`src/rtl/dfr_mem_arbiter_if.sv`:
```
// Requester-side bundle of the DFR memory arbiter: packed per-requester request
// fields in, one-hot grant/read-valid and broadcast read data out.
interface dfr_mem_arbiter_if #(
  parameter int ADDR_WIDTH = 14,
  parameter int DATA_WIDTH = 32,
  parameter int NUM_REQ    = 3
);
  logic [NUM_REQ-1:0]            req;
  logic [NUM_REQ-1:0]            lock;
  logic [NUM_REQ-1:0]            wen;
  logic [NUM_REQ*ADDR_WIDTH-1:0] addr;
  logic [NUM_REQ*DATA_WIDTH-1:0] din;
  logic [NUM_REQ-1:0]            gnt;
  logic [DATA_WIDTH-1:0]         rdata;
  logic [NUM_REQ-1:0]            rvalid;

  modport master (
    output req, lock, wen, addr, din,
    input  gnt, rdata, rvalid
  );

  modport slave (
    input  req, lock, wen, addr, din,
    output gnt, rdata, rvalid
  );
endinterface

```
`src/rtl/dfr_mem_arbiter.sv`:
```
// Single-port RAM arbiter for the DFR core: host window plus core engines, with
// burst locking, starvation override, round-robin fairness and tagged read return.
module dfr_mem_arbiter #(
  parameter int ADDR_WIDTH    = 14,
  parameter int DATA_WIDTH    = 32,
  parameter int NUM_REQ       = 3,
  parameter int HOST_PRIORITY = 1,
  parameter int MAX_WAIT      = 15
) (
  input  logic                  S_AXI_ACLK,
  input  logic                  S_AXI_ARESETN,
  dfr_mem_arbiter_if.slave      bus,
  output logic [ADDR_WIDTH-1:0] ram_addr,
  output logic                  ram_wen,
  output logic [DATA_WIDTH-1:0] ram_din,
  input  logic [DATA_WIDTH-1:0] ram_dout
);

  localparam int          IW       = $clog2(NUM_REQ);
  localparam int unsigned NREQ     = NUM_REQ;
  localparam logic [7:0]  WAIT_SAT = 8'(MAX_WAIT);

  typedef logic [IW-1:0] idx_t;

  localparam idx_t LAST_IDX = idx_t'(NUM_REQ - 1);

  idx_t                       rr_ptr_q, rr_ptr_d;
  idx_t                       owner_q, owner_d;
  logic                       owner_vld_q, owner_vld_d;
  idx_t                       sel_q, sel_d;
  logic [NUM_REQ-1:0]         rvalid_q, rvalid_d;
  logic [NUM_REQ-1:1][7:0]    wait_q, wait_d;

  logic                       gnt_vld;
  idx_t                       gnt_idx;
  idx_t                       mux_idx;
  logic [NUM_REQ-1:0]         gnt_vec;
  logic [ADDR_WIDTH-1:0]      addr_a [NUM_REQ];
  logic [DATA_WIDTH-1:0]      din_a  [NUM_REQ];

  always_comb begin
    for (int unsigned i = 0; i < NREQ; i++) begin
      addr_a[i] = bus.addr[i*ADDR_WIDTH +: ADDR_WIDTH];
      din_a[i]  = bus.din[i*DATA_WIDTH +: DATA_WIDTH];
    end
  end

  // Priority chain: locked owner, starving core (lowest index), host, round-robin.
  always_comb begin
    int unsigned rr_pos;
    gnt_vld = 1'b0;
    gnt_idx = '0;
    rr_pos  = 0;
    if (owner_vld_q && bus.req[owner_q]) begin
      gnt_vld = 1'b1;
      gnt_idx = owner_q;
    end else begin
      for (int unsigned i = 1; i < NREQ; i++) begin
        if (!gnt_vld && bus.req[idx_t'(i)] && (wait_q[idx_t'(i)] == WAIT_SAT)) begin
          gnt_vld = 1'b1;
          gnt_idx = idx_t'(i);
        end
      end
      if (!gnt_vld && (HOST_PRIORITY != 0) && bus.req[0]) begin
        gnt_vld = 1'b1;
        gnt_idx = '0;
      end
      for (int unsigned k = 0; k < NREQ; k++) begin
        rr_pos = 32'(rr_ptr_q) + k;
        if (rr_pos >= NREQ) rr_pos = rr_pos - NREQ;
        if (!gnt_vld && bus.req[idx_t'(rr_pos)]) begin
          gnt_vld = 1'b1;
          gnt_idx = idx_t'(rr_pos);
        end
      end
    end
    if (!S_AXI_ARESETN) begin
      gnt_vld = 1'b0;
      gnt_idx = '0;
    end
  end

  // When idle the RAM side keeps pointing at the last granted slice.
  always_comb begin
    mux_idx = gnt_vld ? gnt_idx : sel_q;
    gnt_vec = '0;
    if (gnt_vld) gnt_vec[gnt_idx] = 1'b1;
    ram_addr = addr_a[mux_idx];
    ram_din  = din_a[mux_idx];
    ram_wen  = gnt_vld & bus.wen[gnt_idx];
  end

  assign bus.gnt    = gnt_vec;
  assign bus.rdata  = ram_dout;
  assign bus.rvalid = rvalid_q;

  always_comb begin
    rr_ptr_d    = rr_ptr_q;
    sel_d       = sel_q;
    owner_d     = owner_q;
    owner_vld_d = owner_vld_q;
    if (gnt_vld) begin
      rr_ptr_d = (gnt_idx == LAST_IDX) ? '0 : gnt_idx + idx_t'(1);
      sel_d    = gnt_idx;
    end
    // A lock=0 access by the owner is still granted above; ownership ends here.
    if (gnt_vld && bus.lock[gnt_idx]) begin
      owner_vld_d = 1'b1;
      owner_d     = gnt_idx;
    end else if (owner_vld_q && !(bus.req[owner_q] && bus.lock[owner_q])) begin
      owner_vld_d = 1'b0;
    end
    rvalid_d = gnt_vec & ~bus.wen;
    for (int unsigned i = 1; i < NREQ; i++) begin
      if (!bus.req[idx_t'(i)] || gnt_vec[idx_t'(i)]) begin
        wait_d[idx_t'(i)] = '0;
      end else if (wait_q[idx_t'(i)] == WAIT_SAT) begin
        wait_d[idx_t'(i)] = wait_q[idx_t'(i)];
      end else begin
        wait_d[idx_t'(i)] = wait_q[idx_t'(i)] + 8'd1;
      end
    end
  end

  always_ff @(posedge S_AXI_ACLK or negedge S_AXI_ARESETN) begin
    if (!S_AXI_ARESETN) begin
      rr_ptr_q    <= idx_t'(1);
      owner_q     <= '0;
      owner_vld_q <= 1'b0;
      sel_q       <= '0;
      rvalid_q    <= '0;
      wait_q      <= '0;
    end else begin
      rr_ptr_q    <= rr_ptr_d;
      owner_q     <= owner_d;
      owner_vld_q <= owner_vld_d;
      sel_q       <= sel_d;
      rvalid_q    <= rvalid_d;
      wait_q      <= wait_d;
    end
  end

endmodule

```
`src/flat_wrapper.sv`:
```
// flat-port wrapper written by rule: the top's interface ports become plain ports
module dfr_mem_arbiter_flat 
#(
  parameter int ADDR_WIDTH    = 14,
  parameter int DATA_WIDTH    = 32,
  parameter int NUM_REQ       = 3,
  parameter int HOST_PRIORITY = 1,
  parameter int MAX_WAIT      = 15
)
  (S_AXI_ACLK, S_AXI_ARESETN, ram_addr, ram_wen, ram_din, ram_dout, bus_req, bus_lock, bus_wen, bus_addr, bus_din, bus_gnt, bus_rdata, bus_rvalid);
  dfr_mem_arbiter_if #(.ADDR_WIDTH(ADDR_WIDTH), .DATA_WIDTH(DATA_WIDTH), .NUM_REQ(NUM_REQ)) bus_i ();
  input  logic S_AXI_ACLK;
  input  logic S_AXI_ARESETN;
  output logic [ADDR_WIDTH-1:0] ram_addr;
  output logic ram_wen;
  output logic [DATA_WIDTH-1:0] ram_din;
  input  logic [DATA_WIDTH-1:0] ram_dout;
  input wire logic [$bits(bus_i.req)-1:0] bus_req;
  input wire logic [$bits(bus_i.lock)-1:0] bus_lock;
  input wire logic [$bits(bus_i.wen)-1:0] bus_wen;
  input wire logic [$bits(bus_i.addr)-1:0] bus_addr;
  input wire logic [$bits(bus_i.din)-1:0] bus_din;
  output wire logic [$bits(bus_i.gnt)-1:0] bus_gnt;
  output wire logic [$bits(bus_i.rdata)-1:0] bus_rdata;
  output wire logic [$bits(bus_i.rvalid)-1:0] bus_rvalid;
  assign bus_i.req = bus_req;
  assign bus_i.lock = bus_lock;
  assign bus_i.wen = bus_wen;
  assign bus_i.addr = bus_addr;
  assign bus_i.din = bus_din;
  assign bus_gnt = bus_i.gnt;
  assign bus_rdata = bus_i.rdata;
  assign bus_rvalid = bus_i.rvalid;
  dfr_mem_arbiter #(.ADDR_WIDTH(ADDR_WIDTH), .DATA_WIDTH(DATA_WIDTH), .NUM_REQ(NUM_REQ), .HOST_PRIORITY(HOST_PRIORITY), .MAX_WAIT(MAX_WAIT)) u_core (.S_AXI_ACLK(S_AXI_ACLK), .S_AXI_ARESETN(S_AXI_ARESETN), .bus(bus_i), .ram_addr(ram_addr), .ram_wen(ram_wen), .ram_din(ram_din), .ram_dout(ram_dout));
endmodule
```
`config.mk`:
```
export PLATFORM = sky130hd
export DESIGN_NAME = dfr_mem_arbiter_flat
export DESIGN_NICKNAME = d
export VERILOG_FILES = /design/src/rtl/dfr_mem_arbiter_if.sv /design/src/rtl/dfr_mem_arbiter.sv /design/src/flat_wrapper.sv
export SDC_FILE = /design/constraint.sdc
export NUM_CORES = 1
export LEC_CHECK = 0
export ABC_AREA = 1
export BUFFER_PORTS_ARGS = -buffer_cell sky130_fd_sc_hd__buf_2
export CORE_AREA = 2 2 102 104
export DETAILED_ROUTE_END_ITERATION = 8
export DIE_AREA = 0 0 104 106
export PLACE_DENSITY = 0.7
export SETUP_SLACK_MARGIN = 0.05
export SLEW_MARGIN = 20
export SYNTH_ARGS = -nofsm -noshare
export SYNTH_HDL_FRONTEND = slang
export SYNTH_SLANG_ARGS = --single-unit
```
`constraint.sdc`:
```
create_clock -name S_AXI_ACLK -period 2.6 [get_ports S_AXI_ACLK]
set_input_delay 0.13 -clock S_AXI_ACLK [delete_from_list [all_inputs] [get_ports S_AXI_ACLK]]
set_output_delay 0.13 -clock S_AXI_ACLK [all_outputs]
set_load 0.005 [all_outputs]
```
# Word-level counts from Yosys, hierarchy flattened

Index checks and enable logic that the tools add are counted.
Widths: inputs -> output; s select.

Equal/unequal tests: 5
Muxes and demuxes: 58
Reduce and logical (&&, ||, !) cells: 23
$add $sub $neg: 8
Bitwise gates (word level): 4
Order comparisons: 10

Operators with widths:

| kind                | number |
|---|---|
| $bmux 32 s2         | 1 |
| $mux 32             | 2 |
| $mux 8              | 4 |
| $mux 2              | 15 |
| $bmux 14 s2         | 1 |
| $mux 14             | 2 |
| $mux 1              | 24 |
| $add 8x1->8 const B | 2 |
| $eq 8x4->1 const B  | 2 |
| $lt 2x3->1 const B  | 5 |
| $bmux 1 s2          | 7 |
| $logic_and 1x1->1   | 12 |
| $logic_not 1->1     | 8 |
| $ge 3x2->1 const B  | 2 |
| $sub 2x2->2 const B | 3 |
| $ne 2x1->1 const B  | 2 |
| $add 2x1->3 const B | 1 |
| $add 2x2->3 const B | 1 |
| $and 3x3->3         | 1 |
| $ge 3x3->1 const B  | 1 |
| $mux 3              | 1 |
| $not 2->3           | 1 |
| $not 3->3           | 1 |
| $add 2x1->2 const B | 1 |
| other kinds (7)     | 8 |

Flip-flop bits (word level): 26
Output and inout bits: 85
Input bits: 181

# Longest topological paths before layout

Depth in word-level cells: 33
Mapped depth: 19
Mapped depth without buffers: 18

# Least setup slack after synthesis

OpenSTA, ideal clock, no wires.

Path type: register to output
Start: reg u_core.rr_ptr_q[0]
End: out ram_addr[10]
Required time: 2.470 ns
Path slack: 0.171 ns
Arrival time: 2.299 ns
Stages on the path, launching flop included: 16
Path through: dfstp_2 inv_1 ha_1 nand2_1 o21ai_0 a21oi_1 inv_1 nand3_1 nand2_1 o21bai_4 nand2_2 o21ai_4 buf_8 buf_12 o211ai_2 nand2_1

Word-level cells in the longest chain between the ends: 22
Elaborated cells on any way between the ends: 42
Classes of those cells: add/sub (5); order compare (3); mux (28); bitwise (1); reduce/logical (5)

RTL lines:

| item                                           | RTL line               | source |
|---|---|---|
| from (decl)                                    | dfr_mem_arbiter.sv:27  | `idx_t rr_ptr_q, rr_ptr_d;` |
| from (signal assigned)                         | dfr_mem_arbiter.sv:127 | `rr_ptr_q <= idx_t'(1);` |
| from (signal assigned)                         | dfr_mem_arbiter.sv:134 | `rr_ptr_q <= rr_ptr_d;` |
| $sub 2x2->2 or $ge 2x2->1 (tied branches)      | dfr_mem_arbiter.sv:70  | `if (rr_pos >= NREQ) rr_pos = rr_pos - NREQ;` |
| $mux 2                                         | dfr_mem_arbiter.sv:70  |  |
| $mux 2                                         | dfr_mem_arbiter.sv:54  | `if (owner_vld_q && bus.req[owner_q]) begin` |
| $bmux 1 s2                                     | dfr_mem_arbiter.sv:71  | `if (!gnt_vld && bus.req[idx_t'(rr_pos)]) begin` |
| $mux 1 (implied by the code)                   | dfr_mem_arbiter.sv:71  |  |
| $logic_and 1x1->1                              | dfr_mem_arbiter.sv:71  |  |
| $mux 1                                         | dfr_mem_arbiter.sv:71  |  |
| $mux 1                                         | dfr_mem_arbiter.sv:54  |  |
| [5 not listed]                                 | -                      |  |
| $logic_and 1x1->1                              | dfr_mem_arbiter.sv:71  |  |
| $mux 2 or $mux 1 (tied branches)               | dfr_mem_arbiter.sv:71  |  |
| $mux 2 or $mux 1 (tied branches)               | dfr_mem_arbiter.sv:54  |  |
| $mux 2 or $mux 1 (tied branches)               | dfr_mem_arbiter.sv:77  | `if (!S_AXI_ARESETN) begin` |
| $mux 2 (*)                                     | dfr_mem_arbiter.sv:85  | `mux_idx = gnt_vld ? gnt_idx : sel_q;` |
| $not 2->3 (implied by the code) (*)            | dfr_mem_arbiter.sv:88  | `ram_addr = addr_a[mux_idx];` |
| $bmux 14 s2 (*)                                | dfr_mem_arbiter.sv:88  |  |
| $mux 14 (implied by the code) (*) (2 in a row) | dfr_mem_arbiter.sv:88  |  |
| to (decl)                                      | flat_wrapper.sv:14     | `output logic [ADDR_WIDTH-1:0] ram_addr;` |

Every way passes the cells marked *; elsewhere a longest branch is shown, timed or not. The select of a mux whose other input is x is not followed.

# Worst setup path in the final report

Start: reg u_core.rr_ptr_q[0]
End: out ram_din[31]

Word-level cells in the longest chain between the ends: 22
Elaborated cells on any way between the ends: 42
Classes of those cells: add/sub (5); order compare (3); mux (28); bitwise (1); reduce/logical (5)

RTL lines:

| item                                           | RTL line              | source |
|---|---|---|
| $sub 2x2->2 or $ge 2x2->1 (tied branches)      | dfr_mem_arbiter.sv:70 |  |
| $mux 2                                         | dfr_mem_arbiter.sv:70 |  |
| $mux 2                                         | dfr_mem_arbiter.sv:54 |  |
| $bmux 1 s2                                     | dfr_mem_arbiter.sv:71 |  |
| $mux 1 (implied by the code)                   | dfr_mem_arbiter.sv:71 |  |
| $logic_and 1x1->1                              | dfr_mem_arbiter.sv:71 |  |
| $mux 1                                         | dfr_mem_arbiter.sv:71 |  |
| $mux 1                                         | dfr_mem_arbiter.sv:54 |  |
| [5 not listed]                                 | -                     |  |
| $logic_and 1x1->1                              | dfr_mem_arbiter.sv:71 |  |
| $mux 2 or $mux 1 (tied branches)               | dfr_mem_arbiter.sv:71 |  |
| $mux 2 or $mux 1 (tied branches)               | dfr_mem_arbiter.sv:54 |  |
| $mux 2 or $mux 1 (tied branches)               | dfr_mem_arbiter.sv:77 |  |
| $mux 2 (*)                                     | dfr_mem_arbiter.sv:85 |  |
| $not 2->3 (implied by the code) (*)            | dfr_mem_arbiter.sv:89 | `ram_din = din_a[mux_idx];` |
| $bmux 32 s2 (*)                                | dfr_mem_arbiter.sv:89 |  |
| $mux 32 (implied by the code) (*) (2 in a row) | dfr_mem_arbiter.sv:89 |  |
| to (decl)                                      | flat_wrapper.sv:16    | `output logic [DATA_WIDTH-1:0] ram_din;` |

Marked as above.

==> results.md <==
### Floorplan
• die span in y: 106 µm
• floorplan core area: 10000 µm²
• starting density of the core: 0.301
• standard-cell row count: 37
• x dimension of the die: 104 µm
• die area: 11,000 µm²
• I/O Pins: 266

### Timing
• Slew Limit Fails: 0
• hold_ws: 0.00469 ns
• maximum operating frequency: 338 MHz
• final worst path period need: 2.96 ns
• Final setup violation count: 47
• final number of hold-violating endpoints: 0
• final sum of negative setup slack: -14.70 ns
• Fin Clk Skew: 0.00539 ns
• relative slew slack: 0.768
• Final WS setup: -0.361 ns
• share of the clock period used by the worst path: 1.14
• slew at the pin with the worst max-slew slack: 0.346 ns
• unrepaired setup endpoints after global routing: yes

### Min path
• worst hold-check path type: input pin to flop

### Synthesis
• cell types occupying the most area after synthesis: sky130_fd_sc_hd__nand2_1 (22%), sky130_fd_sc_hd__dfrtp_1 (21%), sky130_fd_sc_hd__o211ai_1 (9.2%)
• portion of netlist area occupied by mux cells: 0
• number of storage elements in the synthesis netlist: 26
• number of distinct library cell variants in the gate-level netlist after synthesis: 33
• cell area after technology mapping: 3010 µm²
• post-synthesis compound-gate area fraction: 0.189
• area share of xor/xnor cells in the synthesized design: 0.0175
• Mean Syn Cell Area: 6.43 µm²
• Synth Net Count: 653
• fraction of post-synthesis cell area in the top cell type by area: 0.216
• largest area contributor in the netlist: sky130_fd_sc_hd__nand2_1
• number of instances in the synthesized netlist: 468
• arithmetic-cell share of the synthesized area counting full adders, half adders and majority gates: 0.0166
• simple-gate portion of the synthesized area: 0.334
• dominant combinational cell family by area after synthesis: simple AND/OR/NAND/NOR gates
• Synth warnings: 0
• Seq/Total Area, Yosys: 0.217

### Power and ir drop
• leakage power total: 0.00256 µW
• power consumption: 5090 µW
• Power Dens Cells: 1120 nW/µm²
• worst supply voltage drop on vdd: 0.000550 V

### Run status
• outcome: complete, but fails checks
• violations in the final reports: setup timing

### Clock network
• htree depth: 1
• CTS tree: built
• Bufs on Longest Clock Path: 2
• clock buffers created by TritonCTS: 3
• Clk Latency, worst-skew pair: 0.28 ns
• count of clock tree sinks: 26
• clock slew at reported path FFs: 0.09 ns
• clk root buf: sky130_fd_sc_hd__clkbuf_8

### Detailed routing
• routed length per instance: 14.9 µm
• post-route ant nets: 0
• vias per std cell: 4.49
• number of remaining DRC errors: 0
• first-pass iteration count of the detailed router: 4
• total number of vias: 3,575
• Final Routed Wirelength: 11,900 µm
• Detailed Route Iter0 Violations: 146

### Setup path
• Crit path largest cell delay: 0.57 ns
• Setup crit start kind: flop
• cell repeated most along the worst path: sky130_fd_sc_hd__nand2_2
• required time of the critical path: 2.47 ns
• crit path capture type: primary output
• Critical Path AT: 2.83 ns
• Buf+Inv Stages, Crit Path: 7
• Crit Path Max Fanout: 6
• critical path start-end classification: flop to primary output
• slack of the worst reg-to-reg path: 0.18 ns
• cell with the largest stage delay on the worst path: sky130_fd_sc_hd__dfstp_2
• cell family with most CP delay: buffers and inverters
• cell chain of the critical path: inv_2 -> ha_4 -> o21ai_2 -> a21oi_2 -> inv_1 -> nand3_2 -> nand2_2 -> o21bai_4 -> nand2_2 -> o21ai_4 -> buf_6 -> nor2_4 -> buf_12 -> buf_12 -> buf_16 -> nand2_2 -> nand2_1 -> buf_2

### GRT
• via count of the first global-routing pass: 3,234
• all-layer global routing usage: 0.200
• first-pass GRT wire length: 17,200 µm
• largest net degree at the start of global routing: 54
• total overflow reported by the global router: 0
• initial antenna violation count: 0

### Cells and area
• area grow syn2layout: 51.3%
• combined area of the multi-input logic cells: 1830 µm²
• Inserted Diodes: 0
• share of post-route cells with drive strength above 1: 0.465
• post-route standard cell area excluding fillers: 4550 µm²
• total area of sequential cells: 652 µm²
• Final Net Count: 846
• Fill cells: 1,062

### Place
• number of buffers inserted by port buffering: 201
• placed instance area: 3940 µm²
• placer's final routability congestion estimate: 0.829
• sum of net half-perimeters after detailed placement: 9150 µm
• pre-CTS setup slack: -0.0982 ns

### Flow run
• number of max-cap violations: 0

-- worst reg2reg max path, delay by kind of cell, from the launching register on --
family                     cells  cell delay [ns]
AOI/OAI and AO/OA              3             0.49
and+or+nand+nor                6             0.44
DFF                            1             0.57
adders and majority gates      1             0.31
buffers and inverters          5             0.55
-- registers in the layout (all words and copies together), names as in the netlist --
signal              cells
u_core.owner_q          2
u_core.owner_vld_q      1
u_core.sel_q            2
u_core.bus.rvalid       3
u_core.wait_q          16
u_core.rr_ptr_q         2
-- path summary, 6_finish.rpt --
kind                               startpoint                   end  cells after the start
setup / recovery           u_core.rr_ptr_q[0]           ram_din[31]                     18
hold / removal                     bus_wen[0]  u_core.bus.rvalid[0]                      2
setup reg to reg           u_core.rr_ptr_q[0]      u_core.wait_q[3]                     15
hold reg to reg             u_core.wait_q[12]     u_core.wait_q[12]                      1
max in group asynchronous       S_AXI_ARESETN      u_core.wait_q[9]                      3
min in group asynchronous       S_AXI_ARESETN    u_core.owner_vld_q                      2
-- layout make-up --
| type | instances | area share |
|---|---|---|
| Clock buffer | 4 | 0.00990 |
| Inverter | 71 | 0.0597 |
| Multi-Input combinational cell | 320 | 0.402 |
| Sequential cell | 26 | 0.143 |
| Tap cell | 136 | 0.0374 |
| Timing Repair Buffer | 239 | 0.348 |
-- Yosys cell counts, drive strengths merged --
master  count
a211oi      4
a21oi       7
a31oi       1
buf        51
dfrtp      25
dfstp       1
ha          4
inv        71
nand2     180
nand3      12
nand4      10
nor2       27
nor3        7
o211ai     46
o21ai      11
o21bai      1
o31ai       3
or2         1
xnor2       1
xor2        5
-- cell families after synthesis --
| kind of cell | after synthesis |
|---|---|
| compound gates | 73 |
| xor+xnor | 6 |
| fa+ha+maj | 4 |
| buf+inv | 122 |
| flops | 26 |
| simple gates | 237 |
-- where the power goes --
| group | switching (µW) | total, µW | internal, µW |
|---|---|---|---|
| clock | 134 | 244 | 110 |
| combinational | 2180 | 4280 | 2100 |
| sequential | 68.3 | 570 | 502 |
| total | 2380 | 5090 | 2710 |
-- through the flow --
stage	util	cells
2_1_floorplan	-	468
3_3_place_gp	0.394	766
3_5_place_dp	0.394	766
4_1_cts	0.444	791
5_1_grt	0.455	796
6_report	0.455	796
-- repair_timing --
item	in CTS	in global routing
pin swaps	12	9
setup endpoints to repair	50	52
gates resized for setup	49	13
hold buffers	1	0
buffers inserted	15	4
gates cloned	5	2
hold endpoints to repair	9	0
-- routing by layer --
layer	GRT usage	share of wire
met1	0.215	0.36
met2	0.374	0.52
met3	0.0576	0.084
met4	0.0695	0.032
met5	0	0
-- cell usage in the layout (no fill, tap or decap), types with 2 or more instances in the layout --
cell type and count:
sky130_fd_sc_hd__o31ai_1 2, sky130_fd_sc_hd__clkbuf_16 2, sky130_fd_sc_hd__inv_1 64, sky130_fd_sc_hd__o211ai_2 9
sky130_fd_sc_hd__buf_16 5, sky130_fd_sc_hd__a21oi_1 6, sky130_fd_sc_hd__buf_4 17, sky130_fd_sc_hd__inv_2 5
sky130_fd_sc_hd__o21ai_1 2, sky130_fd_sc_hd__a211oi_1 3, sky130_fd_sc_hd__o211ai_1 37, sky130_fd_sc_hd__dfrtp_1 25
sky130_fd_sc_hd__inv_4 2, sky130_fd_sc_hd__buf_12 8, sky130_fd_sc_hd__nor2_2 2, sky130_fd_sc_hd__ha_2 2
sky130_fd_sc_hd__nand4_1 10, sky130_fd_sc_hd__o21ai_0 7, sky130_fd_sc_hd__nand3_4 2, sky130_fd_sc_hd__buf_2 199
sky130_fd_sc_hd__nand2_4 2, sky130_fd_sc_hd__nand3_1 9, sky130_fd_sc_hd__ha_4 2, sky130_fd_sc_hd__xor2_1 5
sky130_fd_sc_hd__clkbuf_8 3, sky130_fd_sc_hd__nand2_1 151, sky130_fd_sc_hd__nor3_1 7, sky130_fd_sc_hd__nor2_4 4
sky130_fd_sc_hd__nand2_2 26, sky130_fd_sc_hd__nor2_1 21, sky130_fd_sc_hd__buf_6 6
Power figures use the tool's default switching activity.
